File: config.mk
export PLATFORM = sky130hd
export DESIGN_NAME = amci_arbiter
export DESIGN_NICKNAME = d
export VERILOG_FILES = /design/src/rtl/amci_arbiter.sv
export SDC_FILE = /design/constraint.sdc
export NUM_CORES = 1
export LEC_CHECK = 0
export BUFFER_PORTS_ARGS = -buffer_cell sky130_fd_sc_hd__buf_2
export CAP_MARGIN = 20
export CORE_MARGIN = 10
export CORE_UTILIZATION = 52
export DETAILED_ROUTE_END_ITERATION = 16
export HOLD_SLACK_MARGIN = 0.15
export PLACE_DENSITY = 0.78
export SLEW_MARGIN = 40
export SYNTH_ARGS = -nofsm -noshare
export SYNTH_HDL_FRONTEND = slang
export SYNTH_SLANG_ARGS = --single-unit
export TNS_END_PERCENT = 10
File: constraint.sdc
create_clock -name clk -period 11.1 [get_ports clk]
set_input_delay 1.11 -clock clk [delete_from_list [all_inputs] [get_ports clk]]
set_output_delay 1.11 -clock clk [all_outputs]
set_load 0.02 [all_outputs]
File: src/rtl/amci_arbiter.sv
// amci_arbiter: two-client round-robin front end for an AXI4-Lite master's
// write/read control interfaces. Each client gets a one-deep pending slot.
// Requests are issued one at a time: IDLE -> ISSUE -> WAIT -> IDLE.
module amci_arbiter #(
  parameter int DW = 32,
  parameter int AW = 32
) (
  input  logic          clk,
  input  logic          reset,
  // client 0
  input  logic          C0_REQ,
  input  logic          C0_RNW,
  input  logic [AW-1:0] C0_ADDR,
  input  logic [DW-1:0] C0_WDATA,
  output logic          C0_BUSY,
  output logic          C0_DONE,
  output logic [DW-1:0] C0_RDATA,
  output logic [1:0]    C0_RESP,
  output logic          C0_OVERRUN,
  // client 1
  input  logic          C1_REQ,
  input  logic          C1_RNW,
  input  logic [AW-1:0] C1_ADDR,
  input  logic [DW-1:0] C1_WDATA,
  output logic          C1_BUSY,
  output logic          C1_DONE,
  output logic [DW-1:0] C1_RDATA,
  output logic [1:0]    C1_RESP,
  output logic          C1_OVERRUN,
  // master write control
  output logic [AW-1:0] AMCI_WADDR,
  output logic [DW-1:0] AMCI_WDATA,
  output logic          AMCI_WRITE,
  input  logic [1:0]    AMCI_WRESP,
  input  logic          AMCI_WIDLE,
  // master read control
  output logic [AW-1:0] AMCI_RADDR,
  output logic          AMCI_READ,
  input  logic [DW-1:0] AMCI_RDATA,
  input  logic [1:0]    AMCI_RRESP,
  input  logic          AMCI_RIDLE
);

  typedef enum logic [1:0] {IDLE = 2'd0, ISSUE = 2'd1, WAIT = 2'd2} state_t;
  state_t state_reg, state_next;

  // Client inputs gathered into arrays so both slots share one description
  logic [1:0]    req, req_rnw;
  logic [AW-1:0] req_addr  [2];
  logic [DW-1:0] req_wdata [2];

  logic [1:0]    pend_valid, pend_rnw, done, overrun;
  logic [AW-1:0] pend_addr  [2];
  logic [DW-1:0] pend_wdata [2];
  logic [DW-1:0] rdata      [2];
  logic [1:0]    resp       [2];

  logic          grant_sel, grant_reg, last_reg;
  logic          can_grant, wait_idle, finish;
  logic          write_next, read_next;
  logic          write_reg, read_reg;
  logic [AW-1:0] waddr_reg, raddr_reg;
  logic [DW-1:0] wdata_reg;

  assign req          = {C1_REQ, C0_REQ};
  assign req_rnw      = {C1_RNW, C0_RNW};
  assign req_addr[0]  = C0_ADDR;
  assign req_addr[1]  = C1_ADDR;
  assign req_wdata[0] = C0_WDATA;
  assign req_wdata[1] = C1_WDATA;

  // On a tie the client not granted last time wins; otherwise the sole requester
  assign grant_sel = (pend_valid == 2'b11) ? ~last_reg : ~pend_valid[0];
  // Only start a transfer when the master is idle in both directions
  assign can_grant = (|pend_valid) && AMCI_WIDLE && AMCI_RIDLE;
  // Completion is judged on the idle flag of the direction actually issued
  assign wait_idle = pend_rnw[grant_reg] ? AMCI_RIDLE : AMCI_WIDLE;
  assign finish    = (state_reg == WAIT) && wait_idle;

  // State register
  always_ff @(posedge clk or posedge reset) begin
    if (reset) state_reg <= IDLE;
    else       state_reg <= state_next;
  end

  // Next-state logic
  always_comb begin
    state_next = state_reg;
    case (state_reg)
      IDLE:    if (can_grant) state_next = ISSUE;
      ISSUE:   state_next = WAIT;
      WAIT:    if (wait_idle) state_next = IDLE;
      default: state_next = IDLE;
    endcase
  end

  // Strobe decode: a strobe is only raised on the grant out of IDLE
  always_comb begin
    write_next = 1'b0;
    read_next  = 1'b0;
    if (state_reg == IDLE && can_grant) begin
      write_next = ~pend_rnw[grant_sel];
      read_next  =  pend_rnw[grant_sel];
    end
  end

  // Master-side registers, grant bookkeeping and round-robin history
  always_ff @(posedge clk or posedge reset) begin
    if (reset) begin
      write_reg <= 1'b0;
      read_reg  <= 1'b0;
      waddr_reg <= '0;
      raddr_reg <= '0;
      wdata_reg <= '0;
      grant_reg <= 1'b0;
      last_reg  <= 1'b1;
    end else begin
      write_reg <= write_next;
      read_reg  <= read_next;
      if (state_reg == IDLE && can_grant) begin
        grant_reg <= grant_sel;
        wdata_reg <= pend_wdata[grant_sel];
        if (pend_rnw[grant_sel]) raddr_reg <= pend_addr[grant_sel];
        else                     waddr_reg <= pend_addr[grant_sel];
      end
      if (finish) last_reg <= grant_reg;
    end
  end

  // Per-client pending slot, completion capture and overrun flag
  for (genvar gi = 0; gi < 2; gi++) begin : g_client
    logic          valid_reg, rnw_reg, done_reg, overrun_reg;
    logic [AW-1:0] addr_reg;
    logic [DW-1:0] wdata_reg_c, rdata_reg;
    logic [1:0]    resp_reg;
    logic          mine;

    assign mine = finish && (grant_reg == 1'(gi));

    // Capture new requests, clear the slot when its transfer completes
    always_ff @(posedge clk or posedge reset) begin
      if (reset) begin
        valid_reg   <= 1'b0;
        rnw_reg     <= 1'b0;
        addr_reg    <= '0;
        wdata_reg_c <= '0;
        done_reg    <= 1'b0;
        overrun_reg <= 1'b0;
        rdata_reg   <= '0;
        resp_reg    <= '0;
      end else begin
        overrun_reg <= req[gi] && valid_reg;
        done_reg    <= mine;
        if (mine) begin
          valid_reg <= 1'b0;
          resp_reg  <= rnw_reg ? AMCI_RRESP : AMCI_WRESP;
          if (rnw_reg) rdata_reg <= AMCI_RDATA;
        end else if (req[gi] && !valid_reg) begin
          valid_reg   <= 1'b1;
          rnw_reg     <= req_rnw[gi];
          addr_reg    <= req_addr[gi];
          wdata_reg_c <= req_wdata[gi];
        end
      end
    end

    assign pend_valid[gi] = valid_reg;
    assign pend_rnw[gi]   = rnw_reg;
    assign pend_addr[gi]  = addr_reg;
    assign pend_wdata[gi] = wdata_reg_c;
    assign done[gi]       = done_reg;
    assign overrun[gi]    = overrun_reg;
    assign rdata[gi]      = rdata_reg;
    assign resp[gi]       = resp_reg;
  end

  assign C0_BUSY    = pend_valid[0];
  assign C0_DONE    = done[0];
  assign C0_RDATA   = rdata[0];
  assign C0_RESP    = resp[0];
  assign C0_OVERRUN = overrun[0];
  assign C1_BUSY    = pend_valid[1];
  assign C1_DONE    = done[1];
  assign C1_RDATA   = rdata[1];
  assign C1_RESP    = resp[1];
  assign C1_OVERRUN = overrun[1];

  assign AMCI_WADDR = waddr_reg;
  assign AMCI_WDATA = wdata_reg;
  assign AMCI_WRITE = write_reg;
  assign AMCI_RADDR = raddr_reg;
  assign AMCI_READ  = read_reg;

endmodule
==> results_dict.tcl, run 1 <==
set metrics [dict create \
    nets 1305 \
    area_delta_synth_final_pct 26.3 \
    fin_skew_ns 0.0139 \
    synth_nets 958 \
    clock_sinks 306 \
    cp-end-kind "register" \
    power.density_nw_per_um2 315 \
    overflow 0 \
    avgRoutedWirePerCell_um 21.2 \
    h-tree-depth 2 \
    synth-compound-area-share_pct 2.10 \
    cts_buffers 34 \
    cts_tree "done" \
    io_pins 344 \
    slew_viol_final 0 \
    rsz0062_at_grt "false" \
    cp-start-kind "input pin" \
    yosysSeqAreaShare_pct 63.1 \
    cts_setup_buffers 0 \
    design.die.area_um2 29900 \
    fin_crit_sh_pct 27.4 \
    port_buffers 343 \
    cp_data_arrival_time_ns 3.42 \
    synthXorXnorAreaFrac_pct 0 \
    status "finished, final reports clean" \
    hold_depth 1 \
    yosysWarningCount 0 \
    crit_required_ns 11.48 \
    gp_congestion 0.825 \
    drv_cap 0 \
    drt_first_pass_iters 4 \
    syn_area_um2 12100 \
    synthSimpleGateAreaFrac_pct 2.05 \
    fin_crit_ns 3.04 \
    crit_fanout 68 \
    avgSynthCellArea_um2 15.4 \
    start_util_pct 53.3 \
    fin_tns_setup_ns 0 \
    relSlewSlack_pct 49.4 \
    die_w_um 173 \
    synth.area.mux_share_pct 30.3 \
    vias 7656 \
    drt_iter0_markers 421 \
    cts-root-buf "clkbuf_16" \
    core_um2 22800 \
    synth_cells 786 \
    synth_seq_cells 306 \
    grt_use_total_pct 20.3 \
    worst_slew_pin_slew_ns 0.759 \
    clk_transition_reported_paths_ns 0.06 \
    setup_viol 0 \
    grt_pass1_wl_um 48300 \
    place_hpwl_um 22500 \
    hp-class "reg -> reg" \
    synth_adder_area_share_pct 0 \
    finalCoreUtilization_pct 67.3 \
    die_h_um 173 \
    grt_pass1_vias 8326 \
    drcViolationCount 0 \
    hold_viol_final 0 \
    synth_top_family_by_area "multiplexers" \
    fmax_ghz 0.329 \
    drive_gt1_share_pct 55.4 \
    avgViaCountPerCell 5.17 \
    cts_hold_buffers 0 \
    worstSkewPairLatency_ns 0.50 \
    grt_max_degree 82 \
    yosysUniqueCellTypes 26 \
    worst_slack_ns 8.06 \
    cts_resized 0 \
    antenna_found_initial 13 \
    cts_buffer_depth 3 \
    rows 55 \
    drt-total-wl_um 31300 \
    critPathKind "in -> reg" \
    pre_cts_slack_ns 7.32 \
    leakage_nw 7.55 \
    worst-r2r-cell-count 6 \
    drtAntennaViolNets 0 \
    peakVddDrop_mv 0.173 \
]
[worst max-delay path, cell delays in order]
cell       delay (ns)
buf_2            0.13
nand2_1          0.10
a2111oi_4        0.31
buf_4            0.62
a21boi_4         0.27
buf_4            0.45
mux2_2           0.39
[power breakdown]
part           internal, mW  leakage [nW]  total (mW)  switching, mW
Clock                 0.703         0.577        1.14          0.435
Sequential             1.64          3.74        1.93          0.283
Combinational         0.796          3.23        1.76          0.964
Total                  3.14          7.55        4.83           1.68
[logic make-up (layout without fill, tap and decap cells)]
| logic type | Yosys count | after routing |
|---|---|---|
| AND/OR/NAND/NOR | 56 | 56 |
| multiplexers | 331 | 331 |
| flip-flops | 306 | 306 |
| buffers and inverters | 49 | 421 |
| AO/OA/AOI/OAI | 44 | 44 |
| other | 0 | 10 |
[metrics by stage]
step	std cells	area, µm²	hold slack (ns)	total power, mW
final	1481	15300	0.481	4.83
after global routing	1479	15300	0.497	5.10
after CTS	1471	15300	0.482	4.88
after detailed placement	1410	14100	0.469	3.72
after global placement	1410	14100	0.463	3.65
after floorplan	786	12100	0.452	3.11
[layout make-up]
class	count	area [µm²]
sequential	306	7660
fill	1680	7440
multi-input combinational	431	4240
timing repair buffer	356	1830
clock buffer	54	1100
tap	313	392
clock inverter	7	66.3
antenna	10	25.0
inverter	4	22.5
[final timing paths]
check	start	slack, ns	endpoint
max in group asynchronous	reset	9.25	C0_RESP[0]
max	AMCI_RIDLE	8.06	AMCI_RADDR[3]
min	AMCI_RADDR[21]	0.48	AMCI_RADDR[21]
min in group asynchronous	reset	0.69	C0_RDATA[19]
max reg2reg	C0_BUSY	8.22	AMCI_RADDR[3]
min reg2reg	AMCI_RADDR[21]	0.48	AMCI_RADDR[21]
[placed cells by master (no fill, tap or decap), types with 6 or more instances in the layout]
master	synthesis	layout
mux2_1	73	73
clkbuf_8	0	11
clkbuf_16	0	37
nor2_1	41	40
buf_2	19	343
mux2i_1	39	39
a21oi_1	36	36
clkbuf_1	5	6
diode_2	0	10
buf_4	10	10
mux2_2	219	219
dfrtp_1	305	305
[metal layers]
layer  wire length [µm]  track usage [%]
met3               1900             5.51
met4               1010             8.88
met1              12300             23.6
met2              16000             34.5
met5                 50                0
[Yosys cell counts, drive strengths merged]
cell / count / area [µm²]
a2111oi: 1 / 27.5
nand2b: 2 / 12.5
a21oi: 36 / 180
and2: 2 / 12.5
nor3: 1 / 5.00
dfrtp: 305 / 7630
nor2b: 2 / 12.5
a21boi: 1 / 11.3
nor3b: 2 / 25.0
mux2i: 39 / 390
inv: 4 / 15.0
clkbuf: 5 / 18.8
o21ai: 4 / 20.0
nand2: 4 / 15.0
dfstp: 1 / 26.3
nor2: 41 / 154
mux2: 292 / 3290
buf: 40 / 264
o211ai: 1 / 7.51
and3: 2 / 12.5
o311ai: 1 / 8.76
(Power assumes the default switching activity.)
==> run 2: changes to the inputs <==
==> constraint.sdc (replaced) <==
create_clock -name clk -period 3 [get_ports clk]
set_input_delay 0.3 -clock clk [delete_from_list [all_inputs] [get_ports clk]]
set_output_delay 0.3 -clock clk [all_outputs]
set_load 0.02 [all_outputs]
==> run 2 against run 1 <==
Non-clock buffer count is 173 higher. Worst hold slack worse by 0.29 ns. Via count is 11% higher. Global-route usage is 2.9 points higher. Largest cell class unchanged.
==> results_dict.tcl, run 2 (synthesis gave the netlist of run 1 again) <==
set metrics [dict create \
    vias 8495 \
    gp_congestion 0.809 \
    status "finished, final reports clean" \
    setup_viol 0 \
    cp-start-kind "register" \
    drt_first_pass_iters 4 \
    drcViolationCount 0 \
    area_delta_synth_final_pct 40.4 \
    pre_cts_slack_ns 0.671 \
    clock_sinks 306 \
    grt_use_total_pct 23.2 \
    met2_usage_pct 40.8 \
    nets 1478 \
    rows 55 \
    cts_setup_buffers 0 \
    die_h_um 173 \
    worst_slack_ns 0.687 \
    io_pins 344 \
    cts_buffers 34 \
    final_common_cell "buf_2" \
    drive_gt1_share_pct 47.8 \
    cts-root-buf "clkbuf_16" \
    power.density_nw_per_um2 1060 \
    cp-end-kind "register" \
    cts_tree "done" \
    h-tree-depth 2 \
    design.die.area_um2 29900 \
    worstSkewPairLatency_ns 0.49 \
    drt-total-wl_um 35400 \
    avgRoutedWirePerCell_um 21.4 \
    use_met1_pct 26.6 \
    crit_fanout 29 \
    drv_cap 0 \
    port_buffers 343 \
    worst_slew_pin_slew_ns 0.733 \
    hold_viol_final 0 \
    fin_skew_ns 0.0131 \
    met3_usage_pct 5.14 \
    cp_data_arrival_time_ns 2.69 \
    grt_pass1_wl_um 55600 \
    overflow 0 \
    clk_transition_reported_paths_ns 0.06 \
    fmax_ghz 0.432 \
    slew_viol_final 0 \
    grt_pass1_vias 9582 \
    antenna_found_initial 8 \
    crit_required_ns 3.37 \
    fin_crit_sh_pct 77.1 \
    die_w_um 173 \
    rsz0062_at_grt "false" \
    relSlewSlack_pct 50.8 \
    drt_iter0_markers 544 \
    final_cell_mix "buf_2, dfrtp_1, mux2_2, dlygate4sd3_1, mux2_1" \
    place_hpwl_um 22200 \
    start_util_pct 53.3 \
    grt_max_degree 92 \
    grt.busiest_layer "met2" \
    core_um2 22800 \
    fin_crit_ns 2.31 \
    fin_tns_setup_ns 0 \
    leakage_nw 8.25 \
    cts_buffer_depth 3 \
    avgViaCountPerCell 5.15 \
    critPathKind "reg -> reg" \
    drtAntennaViolNets 0 \
    hp-class "in -> reg" \
    peakVddDrop_mv 0.576 \
]
[run 2: cell types whose count changed in the layout (fill, tap and decap cells not counted), moves of 3 or more]
cell           previous run  this run
dlygate4sd3_1             0       171
buf_12                    0         6
clkbuf_1                  6        12
clkbuf_8                 11         6
buf_6                     3         0
diode_2                  10         7
[run 2: path summary, 6_finish.rpt]
path	start	to	slack, ns	cells past startpoint
worst max-delay path	C1_BUSY	AMCI_WADDR[25]	0.69	6
worst min-delay path	AMCI_WIDLE	state_reg[1]	0.19	4
worst max register to register	C1_BUSY	AMCI_WADDR[25]	0.69	6
worst min register to register	AMCI_RADDR[20]	AMCI_RADDR[20]	0.48	1
max in group asynchronous	reset	C1_RDATA[3]	1.78	4
min in group asynchronous	reset	g_client[0].wdata_reg_c[23]	0.38	3
[run 2: stage by stage]
stage	total power, mW	util [%]	instance area, µm²	hold slack (ns)	std cells
after global routing	19.1	74.8	17000	0.207	1649
after floorplan	11.5	-	12100	0.425	786
after CTS	18.1	74.7	17000	0.173	1643
final	18.1	74.8	17000	0.189	1650
after global placement	13.6	62.4	14200	0.302	1412
after detailed placement	13.8	62.4	14200	0.306	1412
[run 2: power by group]
| group | internal (mW) | leakage (nW) | total [mW] | switching, mW |
|---|---|---|---|---|
| Clock | 2.49 | 0.539 | 4.07 | 1.59 |
| Sequential | 6.09 | 3.74 | 7.20 | 1.12 |
| Combinational | 3.14 | 3.97 | 6.83 | 3.69 |
[run 2: what timing repair did]
action | in CTS | in global routing
hold buffers | 171 | 0
endpoints found under the setup margin | 0 | 0
endpoints found under the hold margin | 211 | 0
gates resized for setup | 0 | 0
[run 2: layout make-up]
cell class | count | area (µm²)
Clock buffer | 55 | 1050
Fill cell | 1394 | 5730
Tap cell | 313 | 392
Timing Repair Buffer | 529 | 3620
Multi-Input combinational cell | 431 | 4240
Inverter | 4 | 18.8
Antenna cell | 7 | 17.5
Sequential cell | 306 | 7660
Clock inverter | 5 | 52.6
[run 2: critical path: stages, from the launching register on]
cell       delay, ns
dfrtp_1         0.46
inv_2           0.11
a2111oi_4       0.43
buf_4           0.27
and3_2          0.29
buf_12          0.23
mux2_2          0.37
[run 2: per-layer routing]
| metal | share of wire [%] | routed length, µm | vias up |
|---|---|---|---|
| li1 | - | - | 3818 |
| met1 | 38 | 13500 | 4299 |
| met2 | 52 | 18500 | 291 |
| met3 | 5.3 | 1880 | 85 |
| met4 | 4.1 | 1440 | 2 |
| met5 | 0.037 | 13 | - |
